## config.mk

```make
export PLATFORM = sky130hd
export DESIGN_NAME = mul_feeder_flat
export DESIGN_NICKNAME = d
export VERILOG_FILES = /design/src/rtl/mul_feeder_if.sv /design/src/rtl/mul_feeder.sv /design/src/flat_wrapper.sv
export SDC_FILE = /design/constraint.sdc
export NUM_CORES = 1
export LEC_CHECK = 0
export CORE_MARGIN = 2
export CORE_UTILIZATION = 58
export CTS_BUF_LIST = sky130_fd_sc_hd__clkbuf_4
export DETAILED_ROUTE_END_ITERATION = 6
export PLACE_DENSITY = 0.87
export SLEW_MARGIN = 15
export SYNTH_ARGS = -nofsm -noshare
export SYNTH_HDL_FRONTEND = slang
export SYNTH_SLANG_ARGS = --single-unit
```

## constraint.sdc

```tcl
create_clock -name ck -period 3.16 [get_ports ck]
set_clock_uncertainty 0.05 [all_clocks]
set_input_delay 0.316 -clock ck [delete_from_list [all_inputs] [get_ports ck]]
set_output_delay 0.316 -clock ck [all_outputs]
set_load 0.02 [all_outputs]
```

## src/rtl/mul_feeder_if.sv

```systemverilog
`default_nettype none
// ============================================================================
// mul_feeder_if : upstream operand, multiplier-side and result signals of
//                 mul_feeder.  Revision: 1.0
// ============================================================================
interface mul_feeder_if #(
   parameter int A_W = 8,
   parameter int B_W = 8,
   parameter int P_W = 17
);
   logic           in_valid;
   logic [A_W-1:0] in_a;
   logic [B_W-1:0] in_b;
   logic           in_ready;
   logic [A_W-1:0] mul_a;
   logic [B_W-1:0] mul_b;
   logic           mul_start;
   logic [P_W-1:0] mul_o;
   logic           mul_fin;
   logic [P_W-1:0] res;
   logic           res_valid;
   logic           err;
   logic           busy;
   logic [7:0]     done_cnt;

   modport slave (
      input  in_valid, in_a, in_b, mul_o, mul_fin,
      output in_ready, mul_a, mul_b, mul_start, res, res_valid, err, busy, done_cnt
   );

   modport master (
      output in_valid, in_a, in_b, mul_o, mul_fin,
      input  in_ready, mul_a, mul_b, mul_start, res, res_valid, err, busy, done_cnt
   );
endinterface
`default_nettype wire

```

## src/rtl/mul_feeder.sv

```systemverilog
`default_nettype none
// ============================================================================
// mul_feeder : operand FIFO, issue/capture FSM and watchdog around a
//              sequential multiplier.  Revision: 1.0
// ============================================================================
module mul_feeder #(
   parameter int A_W     = 8,
   parameter int B_W     = 8,
   parameter int P_W     = 17,
   parameter int DEPTH   = 4,
   parameter int TIMEOUT = 64
) (
   input  wire logic   ck,
   input  wire logic   rst,
   mul_feeder_if.slave bus
);
   localparam int PTR_W = $clog2(DEPTH);
   localparam int CNT_W = PTR_W + 1;
   localparam int TMR_W = $clog2(TIMEOUT);
   localparam int PAIR_W = A_W + B_W;

   typedef enum logic [0:0] {S_IDLE = 1'b0, S_WAIT = 1'b1} state_t;

   logic [PAIR_W-1:0] mem_q [DEPTH];
   logic [PTR_W-1:0]  wr_ptr_q, wr_ptr_d;
   logic [PTR_W-1:0]  rd_ptr_q, rd_ptr_d;
   logic [CNT_W-1:0]  count_q, count_d;
   logic              in_ready_w;
   logic              push_w;
   logic              pop_w;
   logic [PAIR_W-1:0] head_w;

   state_t            state_q;
   logic [TMR_W-1:0]  timer_q;
   logic [A_W-1:0]    mul_a_q;
   logic [B_W-1:0]    mul_b_q;
   logic              mul_start_q;
   logic [P_W-1:0]    res_q;
   logic              res_valid_q;
   logic              err_q;
   logic [7:0]        done_cnt_q;

   assign in_ready_w = (count_q != CNT_W'(DEPTH));
   assign push_w     = bus.in_valid & in_ready_w;
   // Pop decision uses the registered count, so a pair pushed into an empty
   // FIFO only becomes visible to the issue logic one edge later.
   assign pop_w      = (state_q == S_IDLE) && (count_q != '0);
   assign head_w     = mem_q[rd_ptr_q];

   always_comb begin
      wr_ptr_d = wr_ptr_q;
      rd_ptr_d = rd_ptr_q;
      count_d  = count_q;
      if (push_w) begin
         wr_ptr_d = wr_ptr_q + 1'b1;
      end
      if (pop_w) begin
         rd_ptr_d = rd_ptr_q + 1'b1;
      end
      count_d = count_q + CNT_W'(push_w) - CNT_W'(pop_w);
   end

   always_ff @(posedge ck) begin
      if (push_w) begin
         mem_q[wr_ptr_q] <= {bus.in_a, bus.in_b};
      end
   end

   always_ff @(posedge ck) begin
      if (rst) begin
         wr_ptr_q <= '0;
         rd_ptr_q <= '0;
         count_q  <= '0;
      end else begin
         wr_ptr_q <= wr_ptr_d;
         rd_ptr_q <= rd_ptr_d;
         count_q  <= count_d;
      end
   end

   always_ff @(posedge ck) begin
      if (rst) begin
         state_q     <= S_IDLE;
         timer_q     <= '0;
         mul_a_q     <= '0;
         mul_b_q     <= '0;
         mul_start_q <= 1'b0;
         res_q       <= '0;
         res_valid_q <= 1'b0;
         err_q       <= 1'b0;
         done_cnt_q  <= '0;
      end else begin
         mul_start_q <= 1'b0;
         res_valid_q <= 1'b0;
         err_q       <= 1'b0;
         case (state_q)
            S_IDLE: begin
               if (pop_w) begin
                  mul_a_q     <= head_w[PAIR_W-1:B_W];
                  mul_b_q     <= head_w[B_W-1:0];
                  mul_start_q <= 1'b1;
                  timer_q     <= '0;
                  state_q     <= S_WAIT;
               end
            end
            S_WAIT: begin
               // fin takes priority over a coinciding timeout
               if (bus.mul_fin) begin
                  res_q       <= bus.mul_o;
                  res_valid_q <= 1'b1;
                  done_cnt_q  <= done_cnt_q + 8'd1;
                  state_q     <= S_IDLE;
               end else if (timer_q == TMR_W'(TIMEOUT - 1)) begin
                  err_q   <= 1'b1;
                  state_q <= S_IDLE;
               end else begin
                  timer_q <= timer_q + 1'b1;
               end
            end
            default: state_q <= S_IDLE;
         endcase
      end
   end

   assign bus.in_ready  = in_ready_w;
   assign bus.mul_a     = mul_a_q;
   assign bus.mul_b     = mul_b_q;
   assign bus.mul_start = mul_start_q;
   assign bus.res       = res_q;
   assign bus.res_valid = res_valid_q;
   assign bus.err       = err_q;
   assign bus.busy      = (state_q == S_WAIT);
   assign bus.done_cnt  = done_cnt_q;
endmodule
`default_nettype wire

```

## src/flat_wrapper.sv

```systemverilog
// flat-port wrapper written by rule: the top's interface ports become plain ports
module mul_feeder_flat 
#(
   parameter int A_W     = 8,
   parameter int B_W     = 8,
   parameter int P_W     = 17,
   parameter int DEPTH   = 4,
   parameter int TIMEOUT = 64
)
  (ck, rst, bus_in_valid, bus_in_a, bus_in_b, bus_mul_o, bus_mul_fin, bus_in_ready, bus_mul_a, bus_mul_b, bus_mul_start, bus_res, bus_res_valid, bus_err, bus_busy, bus_done_cnt);
  mul_feeder_if #(.A_W(A_W), .B_W(B_W), .P_W(P_W)) bus_i ();
  input  wire logic ck;
  input  wire logic rst;
  input wire logic [$bits(bus_i.in_valid)-1:0] bus_in_valid;
  input wire logic [$bits(bus_i.in_a)-1:0] bus_in_a;
  input wire logic [$bits(bus_i.in_b)-1:0] bus_in_b;
  input wire logic [$bits(bus_i.mul_o)-1:0] bus_mul_o;
  input wire logic [$bits(bus_i.mul_fin)-1:0] bus_mul_fin;
  output wire logic [$bits(bus_i.in_ready)-1:0] bus_in_ready;
  output wire logic [$bits(bus_i.mul_a)-1:0] bus_mul_a;
  output wire logic [$bits(bus_i.mul_b)-1:0] bus_mul_b;
  output wire logic [$bits(bus_i.mul_start)-1:0] bus_mul_start;
  output wire logic [$bits(bus_i.res)-1:0] bus_res;
  output wire logic [$bits(bus_i.res_valid)-1:0] bus_res_valid;
  output wire logic [$bits(bus_i.err)-1:0] bus_err;
  output wire logic [$bits(bus_i.busy)-1:0] bus_busy;
  output wire logic [$bits(bus_i.done_cnt)-1:0] bus_done_cnt;
  assign bus_i.in_valid = bus_in_valid;
  assign bus_i.in_a = bus_in_a;
  assign bus_i.in_b = bus_in_b;
  assign bus_i.mul_o = bus_mul_o;
  assign bus_i.mul_fin = bus_mul_fin;
  assign bus_in_ready = bus_i.in_ready;
  assign bus_mul_a = bus_i.mul_a;
  assign bus_mul_b = bus_i.mul_b;
  assign bus_mul_start = bus_i.mul_start;
  assign bus_res = bus_i.res;
  assign bus_res_valid = bus_i.res_valid;
  assign bus_err = bus_i.err;
  assign bus_busy = bus_i.busy;
  assign bus_done_cnt = bus_i.done_cnt;
  mul_feeder #(.A_W(A_W), .B_W(B_W), .P_W(P_W), .DEPTH(DEPTH), .TIMEOUT(TIMEOUT)) u_core (.ck(ck), .rst(rst), .bus(bus_i));
endmodule
```

-- Word level (Yosys, flattened, before mapping)
Memories as Yosys holds them, arrays and structs flattened. A register that Yosys moved wholly into a read port is not among the register bits.
Cells that the tools add are included.
- input port bits: 37
- output and inout bits: 46
- flip-flop bits (word level): 42
- memories: 1
- logic and storage cells: 44
- memory bits (writable): 64
- $add $sub $neg: 6
- muxes and demuxes: 12
- reductions and logical operators: 8
- eq/ne operators: 5
- bitwise logic cells: 2
- memory list (memory ; words ; width ; read ports ; clocked after Yosys merged registers in ; wr ports ; line ; source):
    u_core.mem_q ; 4 ; 16 ; 1 ; 1 ; 1 ; mul_feeder.sv:24 ; logic [PAIR_W-1:0] mem_q [DEPTH];
- operators with widths (operator ; number):
    two-way mux 6 bit ; 3
    one-hot mux 6 bit (2 select lines) ; 1
    adder 8 x 1 -> 8 bit, second input constant ; 1
    two-way mux 1 bit ; 7
    adder 6 x 1 -> 6 bit, second input constant ; 1
    == test 6 bit, second input constant ; 1
    adder 2 x 1 -> 2 bit, second input constant ; 2
    inequality test 2 bit, second input constant ; 2
    AND reduction 2 bit ; 2
    OR reduction 2 bit ; 2
    adder 3 x 1 -> 3 bit ; 1
    inequality test 3 bit, second input constant ; 1
    AND reduction 3 bit ; 1
    nonzero test 3 bit ; 1
    OR reduction 3 bit ; 1
    subtractor 3 x 1 -> 3 bit ; 1
    inequality test 2 x 1 -> 1 bit, second input constant ; 1
    one-hot mux 1 bit (2 select lines) ; 1
    bitwise AND 1 bit ; 1
    logical AND 1 bit ; 1
    NOT 1 bit ; 1

-- Longest topological paths before layout
Gate-level depths: netlist (run 1).
- depth after elaboration: 4
- mapped depth: 11

-- Worst setup path after synthesis (run 1)
No wires, ideal clock.
- path kind: reg-to-reg
- start point: reg u_core.state_q, in the netlist u_core.bus.busy
- end point: reg u_core.count_q[2]
- slack: 1024 ps
- data arrival time: 1958 ps
- required time: 2982 ps
- library setup time: 128 ps
- cell stages (with the launch flop): 12
- path buffers: 1
- cells stage by stage: dfxtp_1 -> buf_2 -> inv_1 -> nand2_2 -> nor2_1 -> a21o_1 -> ha_1 -> inv_1 -> fa_1 -> xor2_1 -> xnor2_1 -> nor2_1
- cells in the longest elaborated chain, start to end: 3
- ends and longest elaborated chain (element ; line ; source):
    start, declared ; mul_feeder.sv:33 ; state_t state_q;
    start signal, assigned ; mul_feeder.sv:83 ; state_q <= S_IDLE;
    start signal, assigned ; mul_feeder.sv:103 ; state_q <= S_WAIT;
    start signal, assigned ; mul_feeder.sv:112 ; state_q <= S_IDLE;
    NOT 1 bit ; mul_feeder.sv:47 ; assign pop_w = (state_q == S_IDLE) && (count_q != '0);
    logical AND 1 bit ; mul_feeder.sv:47 ;
    subtractor 3 x 1 -> 3 bit ; mul_feeder.sv:60 ; count_d = count_q + CNT_W'(push_w) - CNT_W'(pop_w);
    end signal, assigned ; mul_feeder.sv:77 ; count_q <= count_d;
    end, declared ; mul_feeder.sv:27 ; logic [CNT_W-1:0] count_q, count_d;
No other way between the ends.
A chain may end at the register's enable or synchronous reset.

-- Worst setup path in the final report (run 1)
Ends and elaborated chain as after synthesis.

==> results, run 1 <==
- The flow ran to the end, and the final reports show no timing, DRC or antenna violations.
- The multiplexer fraction of the synthesized cell area is 0.0809.
- The fraction of the mapped netlist area in compound gates is 0.0779.
- Buffers placed on the I/O ports in this run total 82.
- The power density normalized to cell area is 787 nW/um^2.
- By area, the combinational part of the netlist is dominated by simple AND/OR/NAND/NOR gates.
- Data on the critical path arrives at its endpoint at 2.56 ns.
- Once detail routing completed, the nets flagged for antenna violations numbered 0.
- Across the run, the number of max-cap violations was 0.
- The via count of the routed design is 2874.
- Of the available clock period, the critical path in the final layout requires 0.712.
- The count of mapped cells out of synthesis is 323.
- The critical path is of the reg -> reg type.
- The clock period minus final worst setup slack is 2.25 ns.
- The number of filler instances in the final layout is 476.
- In this run, distinct cell masters in the synthesized netlist total 41.
- For the worst setup path, the data required time is 3.47 ns.
- The H-tree depth is 4.
- The number of gates resized after cts is 0.
- Static timing analysis puts the maximum clock frequency at 444 MHz.
- Setup violations remaining at the end of the flow were counted as 0.
- In this design, the stage delay of the slowest critical-path cell is 0.43 ns.
- The area taken by flip-flops and latches is 3080 sq um.
- Setup repair after global routing left no endpoint under its margin.
- The clock passes through at most 2 buffers.
- The worst setup path is launched from a register.
- The number of clock buffers inserted by TritonCTS is 17.
- The total grt overflow is 0.
- The actual slew at the worst max-slew pin is 0.847 ns.
- The total wire length after detailed routing is 8950 um.
- The XOR/XNOR share of the synthesized area is 0.0230.
- The type of element capturing the critical path is a register.
- The clock tree from TritonCTS is done.
- The tree is rooted in a clkbuf_4.
- The critical path's slowest cell is dfxtp_1.
- The largest driver fanout on the critical path is 11.
- The mapped netlist covers 4580 sq um.
- After floorplanning, the core was sized to cover 7690 sq um.
- The critical path contains buffers and inverters numbering 2 combined.
- The cell family contributing the most delay on the critical path is adder cells.
- Relative to the synthesized area, the layout overhead comes to 25.8%.
- Walking the worst path, the cells encountered are inv_1 > nand2_2 > nor2_1 > a21o_1 > ha_1 > inv_1 > fa_1 > xor2_1 > xnor2_1 > nor2_1.
- The via-per-instance ratio is 5.47.
- Buffers added to address setup during post-CTS repair amount to 0.
- The routed wirelength normalized by instance count is 17.1 um.
- The placement-stage cell area is 5450 sq um.
- The simple-gate portion of the synthesized area is 0.0970.
- The multi-input combinational cell area is 1380 sq um.
- At the end of the flow the core is filled with cells to 0.749.
- Across every metal layer, demand over resource in global routing totals 0.224.
- The clock drives 122 sinks.
- In this run, synthesis produced a sequential element count of 122.
- The final-report hold violation count was 0.
- The synthesized netlist net count is 368.
- The overall die height is 92.9 um.
- The number of synthesis warnings is 0.
- The worst supply voltage drop on vdd is 0.463 mV.
- The final design instance area without fill is 5760 sq um.
- The max-slew violation count is 0.
- At the end of routability-driven placement, the weighted congestion stood at 0.760.
- Headroom to the max-slew limit came out at 0.435.
- The floorplan has 32 rows.
- In the final design database the tool counted 455 nets.
- The initial utilization of the core area, before any placement, comes to 0.596.
- The number of global-route vias before repair is 2962.
- For this block, the initial DRC count from the detailed router was 158.
- Pin placement for this block handled 83 I/O pins.
- At the later pin of the worst-skew pair, clock insertion delay measures 0.50 ns.
- The global-route wire length before repair is 14500 um.
- In this run the static leakage power is 0.00199 uW.
- The number of antenna violations at the first check in global routing is 0.
- The horizontal die dimension is 92.9 um.
- The repair_antennas step left the layout with diodes totalling 0.
- Of the total synthesized cell area, the portion taken by full adders, half adders and majority gates is 0.0235.
- The average instance in the mapped netlist occupies 14.2 sq um.
- The post-route DRC violation count is 0.
- The share of the Yosys chip area taken by registers is 0.673.
- The ratio of cells with drive above 1 in the final layout is 0.135.
- After clock tree synthesis, the flow added hold-fix buffers numbering 0.
- The HPWL after detailed placement is 5890 um.
- Summed over all failing endpoints, the final setup total negative slack is 0 ns.
- The path type of the worst min-delay path is in -> reg.
- The clock-pin transition on the worst setup and hold timing paths is 0.11 ns.
- The pin count of the biggest net entering global routing is 27.
- The first detailed-routing pass took 4 iterations.
- The floorplan step defined a die boundary enclosing 8620 sq um.
[cell usage after synthesis (all sizes together)]
library cell / count / area (sq um)
nor2b: 2 / 12.5
buf: 13 / 82.6
a21oi: 23 / 126
a21boi: 1 / 11.3
a21o: 1 / 7.51
clkbuf: 4 / 15.0
nor3: 2 / 10.0
and2: 6 / 37.5
edfxtp: 64 / 1920
nand4b: 1 / 8.76
nand3: 4 / 25.0
or3: 1 / 11.3
mux4: 16 / 360
xnor2: 3 / 26.3
ha: 7 / 87.6
nor2: 18 / 70.1
fa: 1 / 20.0
o211ai: 1 / 21.3
o21ai: 4 / 20.0
o22ai: 1 / 6.26
nand4: 6 / 37.5
o32ai: 1 / 8.76
nand2b: 4 / 25.0
a211oi: 2 / 15.0
a22o: 16 / 140
nand2: 43 / 164
and3: 3 / 18.8
mux2i: 1 / 10.0
and4: 1 / 8.76
xor2: 9 / 78.8
or4: 2 / 15.0
dfxtp: 58 / 1160
inv: 4 / 15.0
[final timing paths]
kind | endpoint | slack (ns) | depth (start not counted) | start
min reg2reg | u_core.bus.res[0] | 0.42 | 2 | u_core.bus.res[0]
min | u_core.bus.res[7] | 0.31 | 3 | bus_mul_o[7]
max | u_core.count_q[2] | 0.91 | 10 | u_core.bus.busy
max reg2reg | u_core.count_q[2] | 0.91 | 10 | u_core.bus.busy
[flip-flops by register name (all words and copies together), names as in the netlist]
signal                count
u_core.bus.busy           1
u_core.bus.done_cnt       8
u_core.bus.err            1
u_core.bus.mul_a          8
u_core.bus.mul_b          8
u_core.bus.mul_start      1
u_core.bus.res           17
u_core.bus.res_valid      1
u_core.count_q            3
u_core.mem_q             64
u_core.rd_ptr_q           2
u_core.timer_q            6
u_core.wr_ptr_q           2
[cell usage in the layout, fill, tap and decap left out, types with 3 or more instances in the layout]
cell type        instances
nand2_1                 42
xor2_1                   9
mux4_2                  16
nand4_1                  6
buf_4                    3
dfxtp_1                 58
ha_1                     7
clkdlybuf4s50_1         82
edfxtp_1                64
nand3_1                  3
and2_1                   6
and3_1                   3
clkbuf_4                18
inv_6                    3
nand2b_1                 4
a22o_1                  16
inv_1                    4
clkinvlp_4               5
a21oi_1                 22
xnor2_1                  3
nor2_1                  17
bufinv_16                3
[final cells by class]
class                   instances  area share
multi-input cells             180       0.240
clock inverters                14      0.0298
clock buffers                  18      0.0235
inverters                       4     0.00261
well taps                     102      0.0222
flip-flops and latches        122       0.535
repair buffers                 85       0.146
[kinds of logic (layout without fill, tap and decap cells)]
group,count (synthesis),in the layout
AND/OR/NAND/NOR,93,93
buffers and inverters,21,121
adder cells (fa/ha/maj),8,8
multiplexers,17,17
AO/OA/AOI/OAI,50,50
flip-flops,122,122
XOR/XNOR,12,12
[stage by stage]
step | total power, uW | hold WS [ns] | worst slack, ns | std cells
after floorplan | 2960 | 0.365 | 1.02 | 323
after global placement | 3370 | 0.392 | 0.937 | 493
after detailed placement | 3430 | 0.399 | 0.876 | 493
after CTS | 4570 | 0.266 | 0.897 | 525
after global routing | 4750 | 0.286 | 0.677 | 525
final | 4530 | 0.310 | 0.909 | 525
[power by group]
group | total [uW] | internal, uW | switching (uW)
registers | 2120 | 1940 | 186
clock network | 1140 | 561 | 583
logic | 1260 | 623 | 642
total | 4530 | 3120 | 1410
[worst reg2reg max path: cells and delay by family (launching register included)]
| family | cells | cell delay, ns |
|---|---|---|
| fa+ha+maj | 2 | 0.53 |
| compound gates | 1 | 0.12 |
| simple gates | 3 | 0.38 |
| buf+inv | 2 | 0.28 |
| xor+xnor | 2 | 0.33 |
| flops | 1 | 0.43 |
[routing by layer]
metal,up-vias,part of all wire,GRT usage
li1,1365,-,-
met1,1387,0.41,0.272
met5,-,0,0
met3,17,0.065,0.0683
met2,105,0.50,0.364
met4,0,0.021,0.108
(Power assumes the default switching activity.)
==> run 2: changes to the inputs <==
--- a/config.mk
+++ b/config.mk
@@ -6,10 +6,10 @@
 export NUM_CORES = 1
 export LEC_CHECK = 0
 export CORE_MARGIN = 2
-export CORE_UTILIZATION = 58
+export CORE_UTILIZATION = 49
 export CTS_BUF_LIST = sky130_fd_sc_hd__clkbuf_4
 export DETAILED_ROUTE_END_ITERATION = 6
-export PLACE_DENSITY = 0.87
+export PLACE_DENSITY = 0.78
 export SLEW_MARGIN = 15
 export SYNTH_ARGS = -nofsm -noshare
 export SYNTH_HDL_FRONTEND = slang
==> constraint.sdc (replaced) <==
create_clock -name ck -period 1.8 [get_ports ck]
set_clock_uncertainty 0.05 [all_clocks]
set_input_delay 0.18 -clock ck [delete_from_list [all_inputs] [get_ports ck]]
set_output_delay 0.18 -clock ck [all_outputs]
set_load 0.02 [all_outputs]
==> run 2 against run 1 <==
Compared with the run above: the flow now finishes with violations (negative setup slack); core utilization shrank 9.7 points; clock-buffer cell count is the same; sequential share of layout area shrank 1.8 points; via count grew 1.6%; fmax grew 18%; non-clock buffer count grew 24; setup slack lost 1.0 ns; global-route usage shrank 3.6 points; routed wire length shrank 1.1%; sequential power grew 70%; worst hold slack lost 0.14 ns.
==> results, run 2 (synthesis results as in run 1) <==
- The overall die height is 101 um (was 92.9 um).
- The total grt overflow came to 0 (unchanged).
- The area of the die is 10100 sq um (was 8620 sq um).
- The clock sink total is 122 (unchanged).
- The total internal power was 5570 uW (was 3120 uW).
- The final reports fail on negative setup slack.
- The power density normalized to cell area was 1370 nW/um^2 (was 787 nW/um^2).
- The violation count after the first detailed-route iteration was 130 (was 158).
- The clock-pin transition on the worst setup and hold timing paths came to 0.12 ns (was 0.11 ns).
- The endpoint of the worst-slack reg-to-reg timing path is u_core.count_q[2] (unchanged).
- The critical setup path kind is reg -> reg (unchanged).
- The final cycle utilization of the critical path is 1.06 (was 0.712).
- The accumulated negative setup slack is -0.141 ns (was 0 ns).
- The via-per-instance ratio is 5.23 (was 5.47).
- The final design instance area without fill is 5970 sq um (was 5760 sq um).
- The total routing usage reported by global routing was 0.188 (was 0.224).
- The net switching fraction of the power came to 0.316 (was 0.311).
- The worst setup margin is -0.107 ns (was 0.909 ns).
- The clock network power share was 0.231 (was 0.252).
- The clock tree from TritonCTS was done (unchanged).
- The H-tree depth is 4 (unchanged).
- The max-slew violation count was 0 (unchanged).
- The area overhead of the layout relative to synthesis came to 30.3% (was 25.8%).
- The maximum clock rate is 524 MHz (was 444 MHz).
- The register-to-register setup slack is -0.11 ns (was 0.91 ns).
- The path type of the worst min-delay path was in -> reg (unchanged).
- The final setup violation count is 2 (was 0).
- The number of global-route vias before repair is 2943 (was 2962).
- The number of antenna violations at the first check in global routing came to 0 (unchanged).
- The antenna violation net count after detailed routing is 0 (unchanged).
- The type of element capturing the critical path is a register (unchanged).
- Outcome: finished, violations left (was complete, no violations).
- The combinational group share of total power is 0.327 (was 0.279).
- The ratio of cells with drive above 1 in the final layout is 0.199 (was 0.135).
- The root cell of the clock tree is clkbuf_4 (unchanged).
- The core outline area is 9150 sq um (was 7690 sq um).
- The max-cap violation count came to 0 (unchanged).
- The number of clock buffers inserted by TritonCTS is 17 (unchanged).
- The remaining max-slew budget at the tightest pin is 0.667 (was 0.435).
- The flip-flop count of the largest register, all copies and words added came to 64 (unchanged).
- The clock period minus final worst setup slack came to 1.91 ns (was 2.25 ns).
- The via count of the routed design is 2921 (was 2874).
- The end-of-flow core utilization came to 0.652 (was 0.749).
- The top register by number of flip-flops is u_core.mem_q (unchanged).
- The post-route DRC violation count is 0 (unchanged).
- The leading cell type in the layout, fill and taps excluded is clkdlybuf4s50_1 (unchanged).
- The placement-stage cell area came to 5670 sq um (was 5450 sq um).
- The sequential group share of total power is 0.443 (was 0.468).
- The clock network latency to the later pin of the worst-skew pair was 0.48 ns (was 0.50 ns).
- The actual slew at the worst max-slew pin is 0.500 ns (was 0.847 ns).
- The pin count of the biggest net entering global routing came to 30 (was 27).
- The number of placement rows came to 35 (was 32).
- Leading cell types in the layout, fill and taps excluded: clkdlybuf4s50_1, edfxtp_1, dfxtp_1, nand2_1, buf_4 (was clkdlybuf4s50_1, edfxtp_1, dfxtp_1, nand2_1, a21oi_1).
- The worst slack at placement is -0.110 ns (was 0.876 ns).
- The antenna cell count came to 0 (unchanged).
- The depth of the worst register-to-register path is 10 (unchanged).
- The number of buffers added on ports was 82 (unchanged).
- The number of buffers on the longest clock path is 2 (unchanged).
- The final layout net count is 479 (was 455).
- The critical path data arrival time is 2.22 ns (was 2.56 ns).
- The worst hold path cell count is 3 (unchanged).
- The hold path endpoint is u_core.bus.res[11] (was u_core.bus.res[7]).
- The static power due to leakage came to 0.00220 uW (was 0.00199 uW).
- The number of placed I/O pins is 83 (unchanged).
- The startpoint of the worst hold path is bus_mul_o[11] (was bus_mul_o[7]).
- The detailed-placement wirelength estimate is 6020 um (was 5890 um).
- The starting utilization of the core area is 0.500 (was 0.596).
- The largest driver fanout on the critical path is 2 (was 11).
- The worst supply voltage drop on vdd is 0.634 mV (was 0.463 mV).
- The horizontal die dimension came to 101 um (was 92.9 um).
- The type of element launching the critical path is a register (unchanged).
- The post-route total power is 8150 uW (was 4530 uW).
- The global placement routability congestion is 0.861 (was 0.760).
- The number of optimization iterations in the first detailed-route pass is 4 (unchanged).
- The routed wirelength normalized by instance count is 15.9 um (was 17.1 um).
- The power dissipated by switching net loads is 2580 uW (was 1410 uW).
- The global-route wire length before repair is 14300 um (was 14500 um).
- The total wire length after detailed routing is 8860 um (was 8950 um).
- The startpoint of the worst-slack reg-to-reg timing path is u_core.count_q[1] (was u_core.bus.busy).
- RSZ-0062 raised after global routing: true (was false).
- The final-report hold violation count is 0 (unchanged).
- The critical path data required time is 2.11 ns (was 3.47 ns).
run 2: cell count changes in the layout (fill, tap and decap cells not counted), moves of 2 or more:
| cell | previous run | this run |
|---|---|---|
| buf_4 | 3 | 26 |
| clkdlybuf4s50_1 | 82 | 72 |
| clkinv_2 | 1 | 3 |
| clkinvlp_4 | 5 | 3 |
| dfxtp_1 | 58 | 55 |
| dfxtp_2 | 0 | 3 |
| dlygate4sd2_1 | 0 | 6 |
| dlymetal6s2s_1 | 0 | 4 |
| inv_1 | 4 | 2 |
| nor2_4 | 0 | 2 |
run 2: worst max path at each step:
stage / start / to
6_report: u_core.count_q[1] / u_core.count_q[2]
5_1_grt: u_core.count_q[1] / u_core.count_q[2]
4_1_cts: u_core.count_q[1] / u_core.count_q[2]
3_5_place_dp: bus_in_valid / u_core.count_q[2]
3_3_place_gp: bus_in_valid / u_core.count_q[2]
2_1_floorplan: u_core.count_q[1] / u_core.count_q[2]
run 2: worst max-delay path, stage by stage, from the launching register on:
cell and delay (ns):
dfxtp_2 0.33, or3_4 0.39, nand2_4 0.08, nor2_4 0.03, a21o_1 0.15, ha_2 0.17
inv_2 0.05, fa_2 0.18, xor2_1 0.17, xnor2_1 0.13, nor2_1 0.05
run 2: layout make-up:
| type | instances | area [sq um] |
|---|---|---|
| sequential | 122 | 3090 |
| tap | 111 | 139 |
| fill | 673 | 3180 |
| clock inverter | 14 | 145 |
| multi-input combinational | 180 | 1410 |
| timing repair buffer | 109 | 1040 |
| clock buffer | 18 | 135 |
| inverter | 4 | 17.5 |
run 2: power groups by stage:
stage	logic [uW]	clock network (uW)	registers (uW)
after detailed placement	2640	0	3670
final	2660	1880	3610
after CTS	2680	1940	3610
after global routing	2900	2070	3650
after global placement	2570	0	3640
after floorplan	1340	0	3920
run 2: through the flow:
step / std cells / hold slack [ns]
5_1_grt: 558 / 0.110
3_5_place_dp: 524 / 0.398
3_3_place_gp: 524 / 0.391
6_report: 558 / 0.169
2_1_floorplan: 323 / 0.229
4_1_cts: 558 / 0.124
run 2: what timing repair did:
| action | 4_1_cts | 5_1_grt |
|---|---|---|
| buffers inserted | 2 | 0 |
| gates resized for setup | 6 | 5 |
| endpoints found under the setup margin | 8 | 22 |
| cloned | 0 | 0 |
| hold endpoints to repair | 0 | 0 |
| hold buffers | 0 | 0 |
| pin swaps | 1 | 0 |
run 2: metal layers:
layer  vias up  routed length (um)  global-route usage  part of all wire
li1       1414                   -                   -                 -
met2        60                4630               0.309              0.52
met1      1434                3720               0.232              0.42
met5         -                   0                   0                 0
met4         0                 115              0.0727             0.013
met3        13                 397              0.0610             0.045
==> run 3: changes to the inputs <==
--- a/config.mk
+++ b/config.mk
@@ -5,6 +5,7 @@
 export SDC_FILE = /design/constraint.sdc
 export NUM_CORES = 1
 export LEC_CHECK = 0
+export CORE_ASPECT_RATIO = 1.25
 export CORE_MARGIN = 2
 export CORE_UTILIZATION = 49
 export CTS_BUF_LIST = sky130_fd_sc_hd__clkbuf_4
==> run 3 against run 2 <==
Compared with the run above: the flow still finishes with violations (negative setup slack); die area about the same; fmax up 0.17%; register-to-register slack about the same; clock-buffer cell count up 2; setup slack better by 0.0032 ns; critical path depth unchanged; critical path type unchanged; largest power group unchanged; highest routed layer unchanged.
==> results, run 3 (synthesis results as in run 1) <==
- Outcome: finished, violations left (unchanged).
- Violated checks: negative setup slack (unchanged).
- The largest driver fanout on the critical path is 2 (unchanged).
- The maximum clock rate is 525 MHz (was 524 MHz).
- The number of filler instances in the final layout was 684 (was 673).
- The clock-pin transition on the worst setup and hold timing paths is 0.10 ns (was 0.12 ns).
- The final layout net count came to 476 (was 479).
- The placement-stage cell area is 5740 sq um (was 5670 sq um).
- The area overhead of the layout relative to synthesis came to 32.0% (was 30.3%).
- The maximum cell stage delay along the critical path was 0.40 ns (was 0.39 ns).
- The antenna violation net count after detailed routing is 0 (unchanged).
- RSZ-0062 raised after global routing: true (unchanged).
- The global-route wire length before repair is 14200 um (was 14300 um).
- The number of buffers inserted for hold repair after clock tree synthesis is 0 (unchanged).
- The number of antenna violations at the first check in global routing came to 0 (unchanged).
- The final setup violation count is 2 (unchanged).
- The detailed-placement wirelength estimate is 5690 um (was 6020 um).
- The root cell of the clock tree is clkbuf_4 (unchanged).
- The antenna cell count is 0 (unchanged).
- The horizontal die dimension is 90.5 um (was 101 um).
- The type of element launching the critical path is a register (unchanged).
- The clock network latency to the later pin of the worst-skew pair is 0.50 ns (was 0.48 ns).
- The register-to-register setup slack is -0.10 ns (was -0.11 ns).
- The flip-flop count of the largest register, all copies and words added is 64 (unchanged).
- The number of placed I/O pins is 83 (unchanged).
- The type of element capturing the critical path was a register (unchanged).
- The overall die height was 112 um (was 101 um).
- The final design instance area without fill is 6040 sq um (was 5970 sq um).
- The number of clock buffers inserted by TritonCTS is 17 (unchanged).
- The routed wirelength normalized by instance count is 15.0 um (was 15.9 um).
- The worst supply voltage drop on vdd is 0.687 mV (was 0.634 mV).
- The max-cap violation count is 0 (unchanged).
- The critical path data required time is 2.15 ns (was 2.11 ns).
- The number of buffers on the longest clock path came to 2 (unchanged).
- The H-tree depth is 4 (unchanged).
- The clock tree from TritonCTS is done (unchanged).
- The clock period minus final worst setup slack is 1.90 ns (was 1.91 ns).
- The number of buffers added on ports is 82 (unchanged).
- The final-report hold violation count is 0 (unchanged).
- The path type of the worst min-delay path is in -> reg (unchanged).
- The number of global-route vias before repair is 2946 (was 2943).
- The cell family contributing the most delay on the critical path is simple AND/OR/NAND/NOR gates (unchanged).
- The violation count after the first detailed-route iteration is 128 (was 130).
- The top register by number of flip-flops was u_core.mem_q (unchanged).
- The critical setup path kind is reg -> reg (unchanged).
- The remaining max-slew budget at the tightest pin was 0.671 (was 0.667).
- The total routing usage reported by global routing was 0.183 (was 0.188).
- The total wire length after detailed routing is 8490 um (was 8860 um).
- The clock sink total is 122 (unchanged).
- The pin count of the biggest net entering global routing is 39 (was 30).
- The post-route DRC violation count was 0 (unchanged).
- The via-per-instance ratio is 5.17 (was 5.23).
- The critical path's slowest cell is or3_4 (unchanged).
- The ratio of cells with drive above 1 in the final layout is 0.185 (was 0.199).
- The max-slew violation count is 0 (unchanged).
- The area of the die is 10100 sq um (about the same).
- The worst setup margin is -0.104 ns (was -0.107 ns).
- The starting utilization of the core area was 0.502 (was 0.500).
- Leading cell types in the layout, fill and taps excluded: clkdlybuf4s50_1, edfxtp_1, dfxtp_1, nand2_1, a21oi_1 (was clkdlybuf4s50_1, edfxtp_1, dfxtp_1, nand2_1, buf_4).
- The count of buffering cells on the critical path with inverters included was 1 (unchanged).
- The critical path data arrival time is 2.25 ns (was 2.22 ns).
- The total grt overflow is 0 (unchanged).
- The number of placement rows was 39 (was 35).
- The final cycle utilization of the critical path is 1.06 (about the same).
- The static power due to leakage is 0.00232 uW (was 0.00220 uW).
- The global placement routability congestion is 0.798 (was 0.861).
- Critical path cell sequence: or3_4 > nand2_4 > nor2_4 > a21o_1 > ha_2 > inv_2 > fa_2 > xor2_2 > xnor2_1 > nor2_1 (was or3_4 > nand2_4 > nor2_4 > a21o_1 > ha_2 > inv_2 > fa_2 > xor2_1 > xnor2_1 > nor2_1).
- The number of optimization iterations in the first detailed-route pass is 5 (was 4).
- The core outline area is 9130 sq um (was 9150 sq um).
- The worst slack at placement is -0.135 ns (was -0.110 ns).
- The via count of the routed design was 2934 (was 2921).
- The actual slew at the worst max-slew pin came to 0.493 ns (was 0.500 ns).
- The power density normalized to cell area came to 1340 nW/um^2 (was 1370 nW/um^2).
[run 3: cell type report]
type                            count  area [sq um]  share of cell area
Clock buffer                       20           150              0.0248
Clock inverter                     12           106              0.0176
Tap cell                          123           154              0.0255
Multi-Input combinational cell    180          1410               0.234
Timing Repair Buffer              106          1120               0.185
Sequential cell                   122          3090               0.511
Inverter                            4          17.5             0.00290
[run 3: path summary, 6_finish.rpt]
check,start,cells past startpoint,to
max,u_core.count_q[1],10,u_core.count_q[2]
min,bus_mul_o[11],3,u_core.bus.res[11]
max reg2reg,u_core.count_q[1],10,u_core.count_q[2]
min reg2reg,u_core.bus.res[11],2,u_core.bus.res[11]
[run 3: worst min-delay path, cell delays in order]
cell and delay, ns:
clkdlybuf4s50_1 0.40, nand2_1 0.06, a21oi_1 0.05
[run 3: what timing repair did]
item	4_1_cts	5_1_grt
hold endpoints to repair	0	0
gates cloned	0	0
buffers inserted	1	2
setup endpoints to repair	10	13
gates resized for setup	9	11
pin swaps	1	1
[run 3: metal layers]
layer | track usage | vias to the layer above | share of wire
met5 | 0 | - | 0
met4 | 0.0574 | 0 | 0.014
met2 | 0.296 | 96 | 0.49
met3 | 0.107 | 13 | 0.085
li1 | - | 1411 | -
met1 | 0.204 | 1414 | 0.41
[run 3: through the flow]
step	std cells	hold slack (ns)	setup TNS, ns	util	power (uW)
floorplan	323	0.229	-0.161	-	5260
global route	567	0.0995	-0.444	0.662	8580
detailed placement	532	0.398	-0.167	0.629	6390
global placement	532	0.391	-0.0792	0.629	6290
CTS	565	0.108	-0.245	0.657	8150
finish	567	0.161	-0.134	0.662	8110
[run 3: report_power, final]
| group | switching (uW) | leakage (uW) | internal (uW) |
|---|---|---|---|
| combinational | 1340 | 0.00112 | 1420 |
| sequential | 209 | 0.00106 | 3400 |
| clock | 906 | 0.000146 | 838 |
